===== config.mk =====
export PLATFORM = sky130hd
export DESIGN_NAME = mem_stage
export DESIGN_NICKNAME = d
export VERILOG_FILES = /design/src/rtl/mem_stage.sv
export SDC_FILE = /design/constraint.sdc
export NUM_CORES = 1
export LEC_CHECK = 0
export BUFFER_PORTS_ARGS = -buffer_cell sky130_fd_sc_hd__buf_2
export CORE_UTILIZATION = 40
export CTS_CLUSTER_SIZE = 30
export DETAILED_ROUTE_END_ITERATION = 6
export PLACE_DENSITY_LB_ADDON = 0.3
export REMOVE_ABC_BUFFERS = 1
export SETUP_SLACK_MARGIN = 0.02
export SLEW_MARGIN = 10
export SYNTH_ARGS = -nofsm -noshare
export SYNTH_HDL_FRONTEND = slang
export SYNTH_SLANG_ARGS = --single-unit

===== constraint.sdc =====
create_clock -name clk -period 4.08 [get_ports clk]
set_input_delay 0.612 -clock clk [delete_from_list [all_inputs] [get_ports clk]]
set_output_delay 0.612 -clock clk [all_outputs]
set_load 0.02 [all_outputs]

===== src/rtl/mem_stage.sv =====
// Memory stage: issues one data-memory access per load/store and freezes the
// pipeline until the matching dmem_resp strobe arrives.
package mem_stage_pkg;
   localparam logic [6:0] op_b_load  = 7'b0000011;
   localparam logic [6:0] op_b_store = 7'b0100011;

   typedef struct packed {
      logic        valid;
      logic [6:0]  opcode;
      logic [2:0]  funct3;
      logic [31:0] alu_result;
      logic [31:0] rs2_v;
      logic [4:0]  rd_s;
      logic        regf_we;
   } ex_mem_stage_reg_t;

   typedef struct packed {
      logic        valid;
      logic [6:0]  opcode;
      logic [2:0]  funct3;
      logic [31:0] unconst_addr;
      logic [31:0] alu_result;
      logic [4:0]  rd_s;
      logic        regf_we;
      logic [3:0]  mem_rmask;
      logic [3:0]  mem_wmask;
   } mem_wb_stage_reg_t;
endpackage

module mem_stage
   import mem_stage_pkg::*;
(
   input  logic              clk,
   input  logic              rst,
   input  ex_mem_stage_reg_t ex_mem_reg,
   output logic [31:0]       dmem_addr,
   output logic [3:0]        dmem_rmask,
   output logic [3:0]        dmem_wmask,
   output logic [31:0]       dmem_wdata,
   input  logic              dmem_resp,
   output mem_wb_stage_reg_t mem_wb_reg,
   output logic              freeze,
   output logic [31:0]       stall_cycles
);

   typedef enum logic {IDLE, WAIT} state_t;

   state_t      state, state_next;
   logic        is_load, is_store, size_ok, aligned, issue;
   logic [1:0]  off;
   logic [2:0]  f3;
   logic [3:0]  mask;

   always_comb begin
      off      = ex_mem_reg.alu_result[1:0];
      f3       = ex_mem_reg.funct3;
      is_load  = ex_mem_reg.valid && (ex_mem_reg.opcode == op_b_load);
      is_store = ex_mem_reg.valid && (ex_mem_reg.opcode == op_b_store);
      // funct3[2] selects unsigned loads of byte/half only; no encoding for stores
      size_ok  = (f3[1:0] != 2'b11) && !(f3[2] && (is_store || f3[1]));
      mask     = 4'b0000;
      aligned  = 1'b0;
      case (f3[1:0])
         2'b00: begin mask = 4'b0001 << off;              aligned = 1'b1;          end
         2'b01: begin mask = 4'b0011 << {off[1], 1'b0};   aligned = !off[0];       end
         2'b10: begin mask = 4'b1111;                     aligned = (off == 2'b00); end
         default: ;
      endcase

      freeze     = (state == WAIT) && !dmem_resp;
      issue      = (is_load || is_store) && size_ok && aligned && !freeze;
      dmem_addr  = {ex_mem_reg.alu_result[31:2], 2'b00};
      dmem_rmask = (issue && is_load)  ? mask : 4'b0000;
      dmem_wmask = (issue && is_store) ? mask : 4'b0000;

      dmem_wdata = '0;
      if (issue && is_store) begin
         case (f3[1:0])
            2'b00:   dmem_wdata = ex_mem_reg.rs2_v << {off, 3'b000};
            2'b01:   dmem_wdata = ex_mem_reg.rs2_v << {off[1], 4'b0000};
            default: dmem_wdata = ex_mem_reg.rs2_v;
         endcase
      end

      // A response cycle may issue the next access, keeping the FSM in WAIT
      state_next = state;
      if (state == IDLE) begin
         if (issue) state_next = WAIT;
      end else if (dmem_resp && !issue) begin
         state_next = IDLE;
      end
   end

   always_ff @(posedge clk) begin
      if (rst) begin
         state        <= IDLE;
         mem_wb_reg   <= '0;
         stall_cycles <= '0;
      end else begin
         state <= state_next;
         if (freeze) begin
            stall_cycles <= stall_cycles + 32'd1;
         end else begin
            mem_wb_reg.valid        <= ex_mem_reg.valid;
            mem_wb_reg.opcode       <= ex_mem_reg.opcode;
            mem_wb_reg.funct3       <= ex_mem_reg.funct3;
            mem_wb_reg.unconst_addr <= ex_mem_reg.alu_result;
            mem_wb_reg.alu_result   <= ex_mem_reg.alu_result;
            mem_wb_reg.rd_s         <= ex_mem_reg.rd_s;
            mem_wb_reg.regf_we      <= ex_mem_reg.regf_we;
            mem_wb_reg.mem_rmask    <= dmem_rmask;
            mem_wb_reg.mem_wmask    <= dmem_wmask;
         end
      end
   end

endmodule

==> flow_metrics.tcl <==
set metrics [dict create \
    synth_fa_ha_area_share_pct 0.249 \
    design_area_sq_mm 0.00633 \
    die_w_microns 114 \
    worst_pin_slew_ps 889 \
    post-place-ws_ps 863 \
    ios 278 \
    cts_tree "built" \
    period_share_pct 78.5 \
    cts_setup_buffers 0 \
    final_core_util_pct 52.3 \
    row_count 40 \
    root_buffer "clkbuf_16" \
    synthXorXnorAreaFrac_pct 1.92 \
    core_area_sq_mm 0.0121 \
    finClkSkew_ps 5.42 \
    yosys.area.top_type "dfxtp_1" \
    maxSlewViolCount 0 \
    ys_types 51 \
    finalHoldViolCount 0 \
    finalWeightedCongestion 0.865 \
    postLayoutSetupSlackWorst_ps 875 \
    slew_headroom_pct 40.7 \
    synth_edf_count 0 \
    total_leakage_power_nw 3.12 \
    dieArea_sq_mm 0.0130 \
    drt_first_iter_violations 508 \
    synth_top_family_by_area "simple AND/OR/NAND/NOR gates" \
    setup_viol 0 \
    drtPass1Iterations 5 \
    power_mw 2.13 \
    crit_chain "buf_2 -> or4b_1 -> nor4_4 -> nand2_1 -> buf_4 -> a31oi_1 -> buf_2" \
    synth_area_per_cell_sq_um 7.65 \
    vias_per_cell 5.20 \
    arrival_ps 2590 \
    crit_slowest_cell "or4b_1" \
    fin_crit_ps 3200 \
    portBuffers 275 \
    hp-class "reg2reg" \
    synth_seq_cells 90 \
    rsz0062_at_grt "no" \
    drtAntennaViolNets 0 \
    via_count 5294 \
    startpoint_type "primary input" \
    dp_cells 1002 \
    grt.total_usage_pct 21.9 \
    r2r_start "stall_cycles[1]$_SDFFE_PP0P_" \
    synth-async-reset-ratio_pct 0 \
    htreeDepth 3 \
    ir_drop_mv 0.161 \
    fillCellCount 1230 \
    drt-total-wl_microns 14600 \
    path_delay_family "simple AND/OR/NAND/NOR gates" \
    worst-path-buf-inv 3 \
    setup_tns_ps 0 \
    status "finished, final reports clean" \
    worstSetupEndpointType "output port" \
    wl_per_cell_microns 14.3 \
    synthCells 657 \
    dpl_cell_area_sq_mm 0.00602 \
    worst_hold_slack_ps 446 \
    clk_pin_slew_ps 60 \
    fmax_mhz 312 \
    drive_gt1_share_pct 36.7 \
    muxShareOfSynthArea_pct 0.423 \
    crit_start "ex_mem_reg[75]" \
    num_antenna_cells 0 \
    worst_path_most_repeated_cell "buf_2" \
    clock-sinks 90 \
    clock_latency_ps 340 \
    antenna_found_initial 0 \
    area.growth.synth_to_final_pct 26.0 \
    critPathMaxFanout 13 \
    synth-compound-area-share_pct 21.7 \
    drc_errors 0 \
    cts_buffers 9 \
    nets 930 \
    grt_max_degree 66 \
    grt_pass1_wl_microns 23000 \
    die_height_microns 114 \
    max-cap-violations 0 \
    required_ps 3470 \
    dp_hpwl_microns 10500 \
    power_per_cell_area_mw_per_mm2 336 \
    netlist_area_sq_mm 0.00503 \
    ctsLongestPathBuffers 2 \
    initial_core_util_pct 41.5 \
    synthTopCellsByArea "dfxtp_1 36%, nand2_1 10%, buf_4 9.6%" \
    ys.flop_type "dfxtp_1" \
    ctsHoldBuffers 0 \
    first_global_vias 4520 \
    min-delay-start "mem_wb_reg[83]$_SDFFE_PP0N_" \
    synth_top_area_share_pct 35.8 \
    ctsResizeCount 0 \
    seq_area_frac_synth_pct 35.8 \
    critical_path_class "in2out" \
    grt_overflow 0 \
    largest_reg_flops 57 \
    yosysWarnings 0 \
    cpPeakStageDelay_ps 600 \
    final_cells 1018 \
    synth-simple-area-share_pct 25.1 \
]
## where the power goes
| part | leakage [nW] | switching, mW | internal (mW) | total (mW) |
|---|---|---|---|---|
| logic | 2.23 | 0.201 | 0.121 | 0.322 |
| clock network | 0.156 | 0.348 | 0.535 | 0.883 |
| registers | 0.738 | 0.0166 | 0.905 | 0.921 |
## worst reg2reg max path, stage by stage, from the launching register on
cell and delay, ps:
dfxtp_1 450, ha_1 300, nand2_1 120, or4_1 830, or4_1 510, a21oi_1 150
## final timing paths
path	to	slack (ps)	cells after the start
min reg2reg	mem_wb_reg[83]$_SDFFE_PP0N_	450	2
min	mem_wb_reg[83]$_SDFFE_PP0N_	450	2
max reg2reg	stall_cycles[24]$_SDFFE_PP0P_	1660	5
max	dmem_wdata[28]	880	7
## routing by layer
| layer | wire (microns) | vias up | share of wire [%] | global-route usage [%] |
|---|---|---|---|---|
| li1 | - | 2624 | - | - |
| met1 | 6760 | 2417 | 46 | 30.3 |
| met2 | 6430 | 224 | 44 | 32.4 |
| met3 | 1020 | 29 | 7.0 | 6.03 |
| met4 | 349 | 0 | 2.4 | 7.88 |
| met5 | 0 | - | 0 | 0 |
## cells in the mapped netlist, drive strengths merged, types with 2 or more instances
cell    count
nand2     135
dfxtp      90
a21oi      74
buf        69
clkbuf     41
nor2       36
a22o       23
o21ai      18
and3       15
o31ai      15
or4        14
inv        11
nand4      11
a22oi       9
a222oi      8
nand3       8
nor4        8
a21boi      7
a31oi       7
nand3b      7
or3         7
xnor2       7
nand2b      4
xor2        4
and4        3
nor3        3
o21a        3
and2        2
nor2b       2
## layout make-up
class                   instances  area, sq um  share of cell area, %
clock inverters                 7         91.3                   1.44
clock buffers                   9          225                   3.56
inverters                      12         45.0                  0.711
flip-flops and latches         90         1800                   28.4
multi-input cells             445         2490                   39.4
repair buffers                287         1470                   23.1
well taps                     168          210                   3.32
## logic make-up (layout without fill, tap and decap cells)
| logic type | count (synthesis) | in the layout |
|---|---|---|
| simple gates | 259 | 259 |
| fa+ha+maj | 1 | 1 |
| flops | 90 | 90 |
| buf+inv | 123 | 315 |
| mux | 2 | 2 |
| xor+xnor | 11 | 11 |
| other cells | 1 | 2 |
| compound gates | 170 | 170 |
## cell usage in the layout (no fill, tap or decap), types with 2 or more instances in the layout
| cell | synthesis | final |
|---|---|---|
| buf_2 | 1 | 275 |
| nand2_1 | 135 | 135 |
| dfxtp_1 | 90 | 90 |
| a21oi_1 | 74 | 74 |
| nor2_1 | 36 | 36 |
| a22o_1 | 23 | 23 |
| o21ai_0 | 18 | 18 |
| and3_1 | 15 | 15 |
| o31ai_1 | 15 | 15 |
| or4_1 | 13 | 13 |
| buf_4 | 64 | 12 |
| nand4_1 | 11 | 11 |
| inv_1 | 11 | 10 |
| a22oi_1 | 9 | 9 |
| clkbuf_16 | 0 | 9 |
| nand3_1 | 8 | 8 |
| a222oi_1 | 8 | 8 |
| nand3b_1 | 7 | 7 |
| nor4_1 | 7 | 7 |
| a21boi_0 | 7 | 7 |
| a31oi_1 | 7 | 7 |
| xnor2_1 | 7 | 7 |
| or3_1 | 6 | 6 |
| xor2_1 | 4 | 4 |
| o21a_1 | 3 | 3 |
| nor3_1 | 3 | 3 |
| nand2b_1 | 4 | 3 |
| and4_1 | 3 | 3 |
| clkinv_2 | 0 | 3 |
| nor2b_1 | 2 | 2 |
| and2_1 | 2 | 2 |
| conb_1 | 1 | 2 |
| bufinv_16 | 0 | 2 |
No activity file was read; power rests on OpenSTA's default activity.
